--- src/rtl/fetch_unit.sv ---
// ============================================================================
// Module      : fetch_unit
// Description : Instruction fetch stage. Holds the PC and IR, runs the
//               req/ack handshake to instruction memory and drives the
//               phase-generator HOLD. Optional watchdog: FETCH_TIMEOUT_EN.
// Revision    : 1.0 - initial release
// ============================================================================
`default_nettype none

module fetch_unit #(
  parameter int PC_WIDTH    = 7,
  parameter int RESET_PC    = 0,
  parameter int MEM_TIMEOUT = 15
) (
  input  logic                CLOCK,
  input  logic                RESET,
  input  logic                i_ir_en,
  input  logic                i_pc_en,
  input  logic                i_pc_load,
  input  logic                i_mem_ack,
  input  logic [11:0]         i_mem_data,
  output logic                o_mem_req,
  output logic [PC_WIDTH-1:0] o_mem_addr,
  output logic [3:0]          o_opcode,
  output logic                o_i_flag,
  output logic [6:0]          o_addr,
  output logic                o_hold,
  output logic [PC_WIDTH-1:0] o_pc,
  output logic                o_fault
);

  typedef enum logic [1:0] {
    IDLE  = 2'd0,
    REQ   = 2'd1,
    DONE  = 2'd2,
    FAULT = 2'd3
  } state_t;

  localparam logic [PC_WIDTH-1:0] c_RESET_PC = PC_WIDTH'(RESET_PC);

  state_t              r_state;
  state_t              w_next_state;
  logic [11:0]         r_ir;
  logic [PC_WIDTH-1:0] r_pc;
  logic [PC_WIDTH-1:0] r_mem_addr;
  logic                r_pc_en_d;
  logic                w_mem_req;
  logic                w_hold;
  logic                w_timeout;
  logic                w_pc_update;
  logic [PC_WIDTH-1:0] w_addr_ext;

  assign w_pc_update = i_pc_en & ~r_pc_en_d;
  assign w_addr_ext  = PC_WIDTH'(r_ir[6:0]);

`ifdef FETCH_TIMEOUT_EN
  localparam int                c_TO_W    = (MEM_TIMEOUT < 2) ? 1 : $clog2(MEM_TIMEOUT);
  localparam logic [c_TO_W-1:0] c_TO_LAST = c_TO_W'(MEM_TIMEOUT - 1);

  logic [c_TO_W-1:0] r_to_cnt;

  // Counter holds the number of REQ cycles already spent without an ACK.
  always_ff @(posedge CLOCK or negedge RESET) begin
    if (!RESET) begin
      r_to_cnt <= '0;
    end else if (r_state == IDLE && i_ir_en) begin
      r_to_cnt <= '0;
    end else if (r_state == REQ && !i_mem_ack && !w_timeout) begin
      r_to_cnt <= r_to_cnt + 1'b1;
    end
  end

  assign w_timeout = (r_to_cnt == c_TO_LAST);
  assign o_fault   = (r_state == FAULT);
`else
  localparam int c_unused_timeout = MEM_TIMEOUT;

  assign w_timeout = 1'b0;
  assign o_fault   = 1'b0;
`endif

  always_ff @(posedge CLOCK or negedge RESET) begin
    if (!RESET) begin
      r_state <= IDLE;
    end else begin
      r_state <= w_next_state;
    end
  end

  always_comb begin
    w_next_state = r_state;
    w_mem_req    = 1'b0;
    w_hold       = 1'b0;
    case (r_state)
      IDLE: begin
        w_hold = i_ir_en;
        if (i_ir_en) begin
          w_next_state = REQ;
        end
      end
      REQ: begin
        w_mem_req = 1'b1;
        w_hold    = i_ir_en;
        // An ACK on the last permitted cycle still wins over the timeout.
        if (i_mem_ack) begin
          w_next_state = DONE;
        end else if (w_timeout) begin
          w_next_state = FAULT;
        end
      end
      DONE: begin
        if (!i_ir_en) begin
          w_next_state = IDLE;
        end
      end
      FAULT: begin
        w_hold = 1'b1;
      end
      default: begin
        w_next_state = IDLE;
      end
    endcase
  end

  always_ff @(posedge CLOCK or negedge RESET) begin
    if (!RESET) begin
      r_ir       <= '0;
      r_pc       <= c_RESET_PC;
      r_mem_addr <= c_RESET_PC;
      r_pc_en_d  <= 1'b0;
    end else begin
      r_pc_en_d <= i_pc_en;
      if (r_state == IDLE && i_ir_en) begin
        r_mem_addr <= r_pc;
      end
      if (r_state == REQ && i_mem_ack) begin
        r_ir <= i_mem_data;
      end
      // PC update is decoupled from the fetch FSM; MEM_ADDR keeps its copy.
      if (w_pc_update) begin
        if (i_pc_load) begin
          r_pc <= w_addr_ext;
        end else begin
          r_pc <= r_pc + 1'b1;
        end
      end
    end
  end

  assign o_mem_req  = w_mem_req;
  assign o_hold     = w_hold;
  assign o_mem_addr = r_mem_addr;
  assign o_opcode   = r_ir[11:8];
  assign o_i_flag   = r_ir[7];
  assign o_addr     = r_ir[6:0];
  assign o_pc       = r_pc;

endmodule

`default_nettype wire
--- config.mk ---
export PLATFORM = sky130hd
export DESIGN_NAME = fetch_unit
export DESIGN_NICKNAME = d
export VERILOG_FILES = /design/src/rtl/fetch_unit.sv
export SDC_FILE = /design/constraint.sdc
export NUM_CORES = 1
export LEC_CHECK = 0
export ABC_AREA = 1
export BUFFER_PORTS_ARGS = -buffer_cell sky130_fd_sc_hd__buf_2
export CAP_MARGIN = 5
export CORE_MARGIN = 3
export CORE_UTILIZATION = 26
export DETAILED_ROUTE_END_ITERATION = 16
export PLACE_DENSITY = 0.48
export SLEW_MARGIN = 20
export SYNTH_ARGS = -nofsm -noshare
export SYNTH_HDL_FRONTEND = slang
export SYNTH_SLANG_ARGS = --single-unit
--- constraint.sdc ---
create_clock -name CLOCK -period 3.9 [get_ports CLOCK]
set_clock_uncertainty 0.05 [all_clocks]
set_input_delay 0.195 -clock CLOCK [delete_from_list [all_inputs] [get_ports CLOCK]]
set_output_delay 0.195 -clock CLOCK [all_outputs]
set_load 0.05 [all_outputs]
==> metrics.txt <==
# TYPE chip_impl_metric gauge
chip_impl_metric{name="power.ir.vdd_worst",unit="uV"} 130
chip_impl_metric{name="grt_usage",unit="%"} 10.7
chip_impl_info{name="hold_path.startpoint",value="i_mem_data[7]"} 1
chip_impl_metric{name="drive_gt1_share",unit="%"} 33.7
chip_impl_info{name="critPathLaunchType",value="register"} 1
chip_impl_metric{name="core-area",unit="sq mm"} 0.00494
chip_impl_info{name="hold_path_class",value="input port to register"} 1
chip_impl_metric{name="yosysWarnings",unit=""} 0
chip_impl_metric{name="number_of_nets_at_the_end_of_the_flow",unit=""} 217
chip_impl_metric{name="p_leak",unit="nW"} 1.02
chip_impl_info{name="tritoncts_clock_tree",value="built"} 1
chip_impl_metric{name="ys_ff_latch",unit=""} 29
chip_impl_metric{name="power-per-cell-area",unit="mW/mm^2"} 395
chip_impl_metric{name="post_drt_wl_per_cell",unit="microns"} 11.5
chip_impl_metric{name="numPlacedInstances",unit=""} 253
chip_impl_info{name="synth.largest_area_cell",value="sky130_fd_sc_hd__dfrtp_1"} 1
chip_impl_metric{name="internal-power",unit="uW"} 501
chip_impl_info{name="timing.hold.worst_endpoint",value="r_ir[7]"} 1
chip_impl_metric{name="cts-buffers-inserted",unit=""} 5
chip_impl_metric{name="power.share.switching",unit="%"} 28.9
chip_impl_metric{name="detailroute.via_count",unit=""} 1080
chip_impl_metric{name="area_delta_synth_final",unit="%"} 28.8
chip_impl_metric{name="finalWorstPathRequiredPeriod",unit="ns"} 1.55
chip_impl_metric{name="setup_violations",unit=""} 0
chip_impl_metric{name="worst_pin_slew",unit="ns"} 0.651
chip_impl_metric{name="antenna_left",unit=""} 0
chip_impl_metric{name="crit_arrival",unit="ns"} 1.31
chip_impl_info{name="outcome",value="finished, final reports clean"} 1
chip_impl_metric{name="layout_worst_path_cycle_share",unit="%"} 39.9
chip_impl_metric{name="cts_max_path_buffers",unit=""} 2
chip_impl_metric{name="maxSlewViolCount",unit=""} 0
chip_impl_metric{name="netlist-cell-type-count",unit=""} 24
chip_impl_info{name="timing.critical_path.to_type",value="primary output"} 1
chip_impl_metric{name="antenna_cells",unit=""} 0
chip_impl_metric{name="largest_net_degree_at_the_start_of_global_routing",unit=""} 30
chip_impl_metric{name="fp.dieArea",unit="sq mm"} 0.00624
chip_impl_info{name="critical_path_class",value="register to primary output"} 1
chip_impl_metric{name="initial_utilization",unit="%"} 28.1
chip_impl_metric{name="drc",unit=""} 0
chip_impl_metric{name="via_per_inst",unit=""} 4.11
chip_impl_metric{name="die_width",unit="microns"} 79.0
chip_impl_metric{name="synth.avg_cell_area",unit="sq um"} 9.56
chip_impl_metric{name="post_synth_instance_area",unit="sq mm"} 0.00139
chip_impl_metric{name="drt-initial-drc-count",unit=""} 35
chip_impl_info{name="worstReg2RegStart",value="r_state[0]"} 1
chip_impl_metric{name="globalRoute.totalOverflow",unit=""} 0
chip_impl_metric{name="synth_top_area_share",unit="%"} 52.3
chip_impl_metric{name="tritoncts_num_sinks",unit=""} 29
chip_impl_metric{name="insertion_delay",unit="ns"} 0.28
chip_impl_metric{name="max_cap_viol_count",unit=""} 0
chip_impl_metric{name="worst_hold_slack_after_final_layout",unit="ns"} 0.0928
chip_impl_metric{name="relSlewSlack",unit="%"} 56.6
chip_impl_metric{name="reg2regPathDepth",unit=""} 4
chip_impl_info{name="rsz0062_at_grt",value="no"} 1
chip_impl_metric{name="netlist_instances",unit=""} 145
chip_impl_metric{name="detailedRoute.firstPassIterationCount",unit=""} 4
chip_impl_metric{name="cts_resized",unit=""} 0
chip_impl_info{name="ctsRootBufferMaster",value="sky130_fd_sc_hd__clkbuf_8"} 1
chip_impl_metric{name="h-tree-depth",unit=""} 2
chip_impl_metric{name="worst_ep_required_time",unit="ns"} 3.65
chip_impl_metric{name="pwr-share-clk",unit="%"} 38.1
chip_impl_metric{name="worst_setup_hold_path_clk_slew",unit="ns"} 0.06
chip_impl_metric{name="stdcell_count",unit=""} 263
chip_impl_metric{name="report.final.hold_viol_count",unit=""} 0
chip_impl_metric{name="hold_buffers",unit=""} 2
chip_impl_info{name="reg2reg_to",value="o_mem_addr[3]"} 1
chip_impl_metric{name="sum_of_routed_wire_length_over_all_layers",unit="microns"} 3020
chip_impl_metric{name="vias_in_the_first_global_route",unit=""} 1114
chip_impl_metric{name="switching_power",unit="uW"} 204
chip_impl_metric{name="grt_antenna_before_repair",unit=""} 0
chip_impl_metric{name="synth_sequential_area_ratio",unit="%"} 52.3
chip_impl_metric{name="clock.fmax",unit="MHz"} 643
chip_impl_info{name="synth_top_cells_by_area",value="sky130_fd_sc_hd__dfrtp_1 (52%), sky130_fd_sc_hd__nand2_1 (9.2%), sky130_fd_sc_hd__mux2_4 (7.6%), sky130_fd_sc_hd__inv_1 (4.6%), sky130_fd_sc_hd__o21ai_1 (4.3%)"} 1
chip_impl_metric{name="port_buffers",unit=""} 45
chip_impl_metric{name="fin_setup_tns",unit="ns"} 0
chip_impl_metric{name="p_seq_share",unit="%"} 46.4
chip_impl_metric{name="die_height",unit="microns"} 79.0
chip_impl_metric{name="io-pin-count",unit=""} 47
chip_impl_metric{name="highest_net_fanout_along_the_worst_path",unit=""} 5
chip_impl_metric{name="wire_length_of_the_first_global_routing_pass",unit="microns"} 5160
chip_impl_metric{name="power.combinational.fraction",unit="%"} 15.5
chip_impl_metric{name="worstHoldPathCells",unit=""} 2
chip_impl_metric{name="rows",unit=""} 25
chip_impl_metric{name="cts_setup_buffers",unit=""} 0
chip_impl_metric{name="design_power_total",unit="uW"} 705
chip_impl_metric{name="net_count_after_synthesis",unit=""} 167
chip_impl_metric{name="timing.reg2reg.setup_slack",unit="ns"} 2.37
chip_impl_metric{name="dp.final_hpwl",unit="microns"} 2250
chip_impl_metric{name="finalWeightedCongestion",unit=""} 0.747
-- sequential cells by signal, indices dropped and copies added, names as in the netlist --
register	flops
r_ir	12
o_mem_addr	7
o_pc	7
r_state	2
r_pc_en_d	1
-- worst max-delay path, stage by stage, from the launching register on --
cell and delay (ns):
sky130_fd_sc_hd__dfrtp_1 0.41, sky130_fd_sc_hd__inv_1 0.09, sky130_fd_sc_hd__ha_1 0.24, sky130_fd_sc_hd__buf_2 0.29
-- metal layers --
metal | up-vias | routed length, microns | global-route usage [%]
li1 | 564 | - | -
met1 | 471 | 1490 | 13.9
met2 | 40 | 1260 | 16.0
met3 | 5 | 229 | 3.63
met4 | 0 | 40 | 5.15
met5 | - | 0 | 0
-- power by group through the flow --
| stage | Clock (mW) | Combinational (mW) | Sequential, mW |
|---|---|---|---|
| 2_1_floorplan | 0 | 0.0379 | 0.367 |
| 3_3_place_gp | 0 | 0.108 | 0.334 |
| 3_5_place_dp | 0 | 0.109 | 0.333 |
| 4_1_cts | 0.281 | 0.111 | 0.328 |
| 5_1_grt | 0.294 | 0.120 | 0.329 |
| 6_report | 0.269 | 0.109 | 0.328 |
-- stage by stage --
stage / worst slack (ns) / util [%] / instance area, sq um
final: 2.35 / 36.1 / 1790
after global routing: 2.24 / 36.1 / 1790
after CTS: 2.32 / 36.1 / 1790
after detailed placement: 2.37 / 33.7 / 1660
after global placement: 2.43 / 33.7 / 1660
after floorplan: 2.15 / - / 1390
-- cell usage in the layout, fill, tap and decap left out, types with 2 or more instances in the layout --
cell and count:
sky130_fd_sc_hd__a21oi_1 11, sky130_fd_sc_hd__o21ai_1 12, sky130_fd_sc_hd__xor2_1 2, sky130_fd_sc_hd__mux2_4 7, sky130_fd_sc_hd__mux2_1 2, sky130_fd_sc_hd__inv_1 17, sky130_fd_sc_hd__o21ai_0 2, sky130_fd_sc_hd__nor2_1 7
sky130_fd_sc_hd__nand3_1 5, sky130_fd_sc_hd__buf_2 45, sky130_fd_sc_hd__dfrtp_1 29, sky130_fd_sc_hd__ha_1 4, sky130_fd_sc_hd__nand2_1 34, sky130_fd_sc_hd__clkbuf_8 7, sky130_fd_sc_hd__dlygate4sd3_1 2
-- cell families (layout without fill, tap and decap cells) --
family / Yosys count / after routing / share of synthesized area [%]
and+or+nand+nor: 50 / 50 / 15.7
DFF: 29 / 29 / 52.3
xor gates and xnor gates: 2 / 2 / 1.26
other: 1 / 1 / 0.270
adders and majority gates: 4 / 4 / 3.61
muxes: 9 / 9 / 9.21
buffers and inverters: 23 / 74 / 7.58
AOI/OAI and AO/OA: 27 / 27 / 10.0
-- synthesized netlist by cell type, drive strengths merged --
cell type / n
mux2: 9
inv: 19
buf: 4
o22ai: 1
nor2: 9
conb: 1
nand2: 35
nand3: 6
xor2: 2
a21oi: 11
dfrtp: 29
o21ai: 14
o21bai: 1
ha: 4
-- cell type report --
class	instances	area, sq um
fill	534	3160
sequential	29	726
multi-input combinational	93	556
timing repair buffer	47	245
clock buffer	7	96.3
tap	67	83.8
inverter	19	73.8
clock inverter	1	5.00
-- how the worst max path moves through the flow --
| stage | slack, ns | endpoint | from | cells past startpoint |
|---|---|---|---|---|
| final | 2.35 | o_mem_req | r_state[1] | 3 |
| after floorplan | 2.15 | o_hold | r_state[1] | 1 |
| after CTS | 2.32 | o_mem_req | r_state[1] | 3 |
| after global placement | 2.43 | o_mem_addr[3] | r_state[0] | 4 |
| after global routing | 2.24 | o_mem_addr[3] | r_state[0] | 4 |
| after detailed placement | 2.37 | o_mem_addr[3] | r_state[0] | 4 |
(Power assumes the default switching activity.)
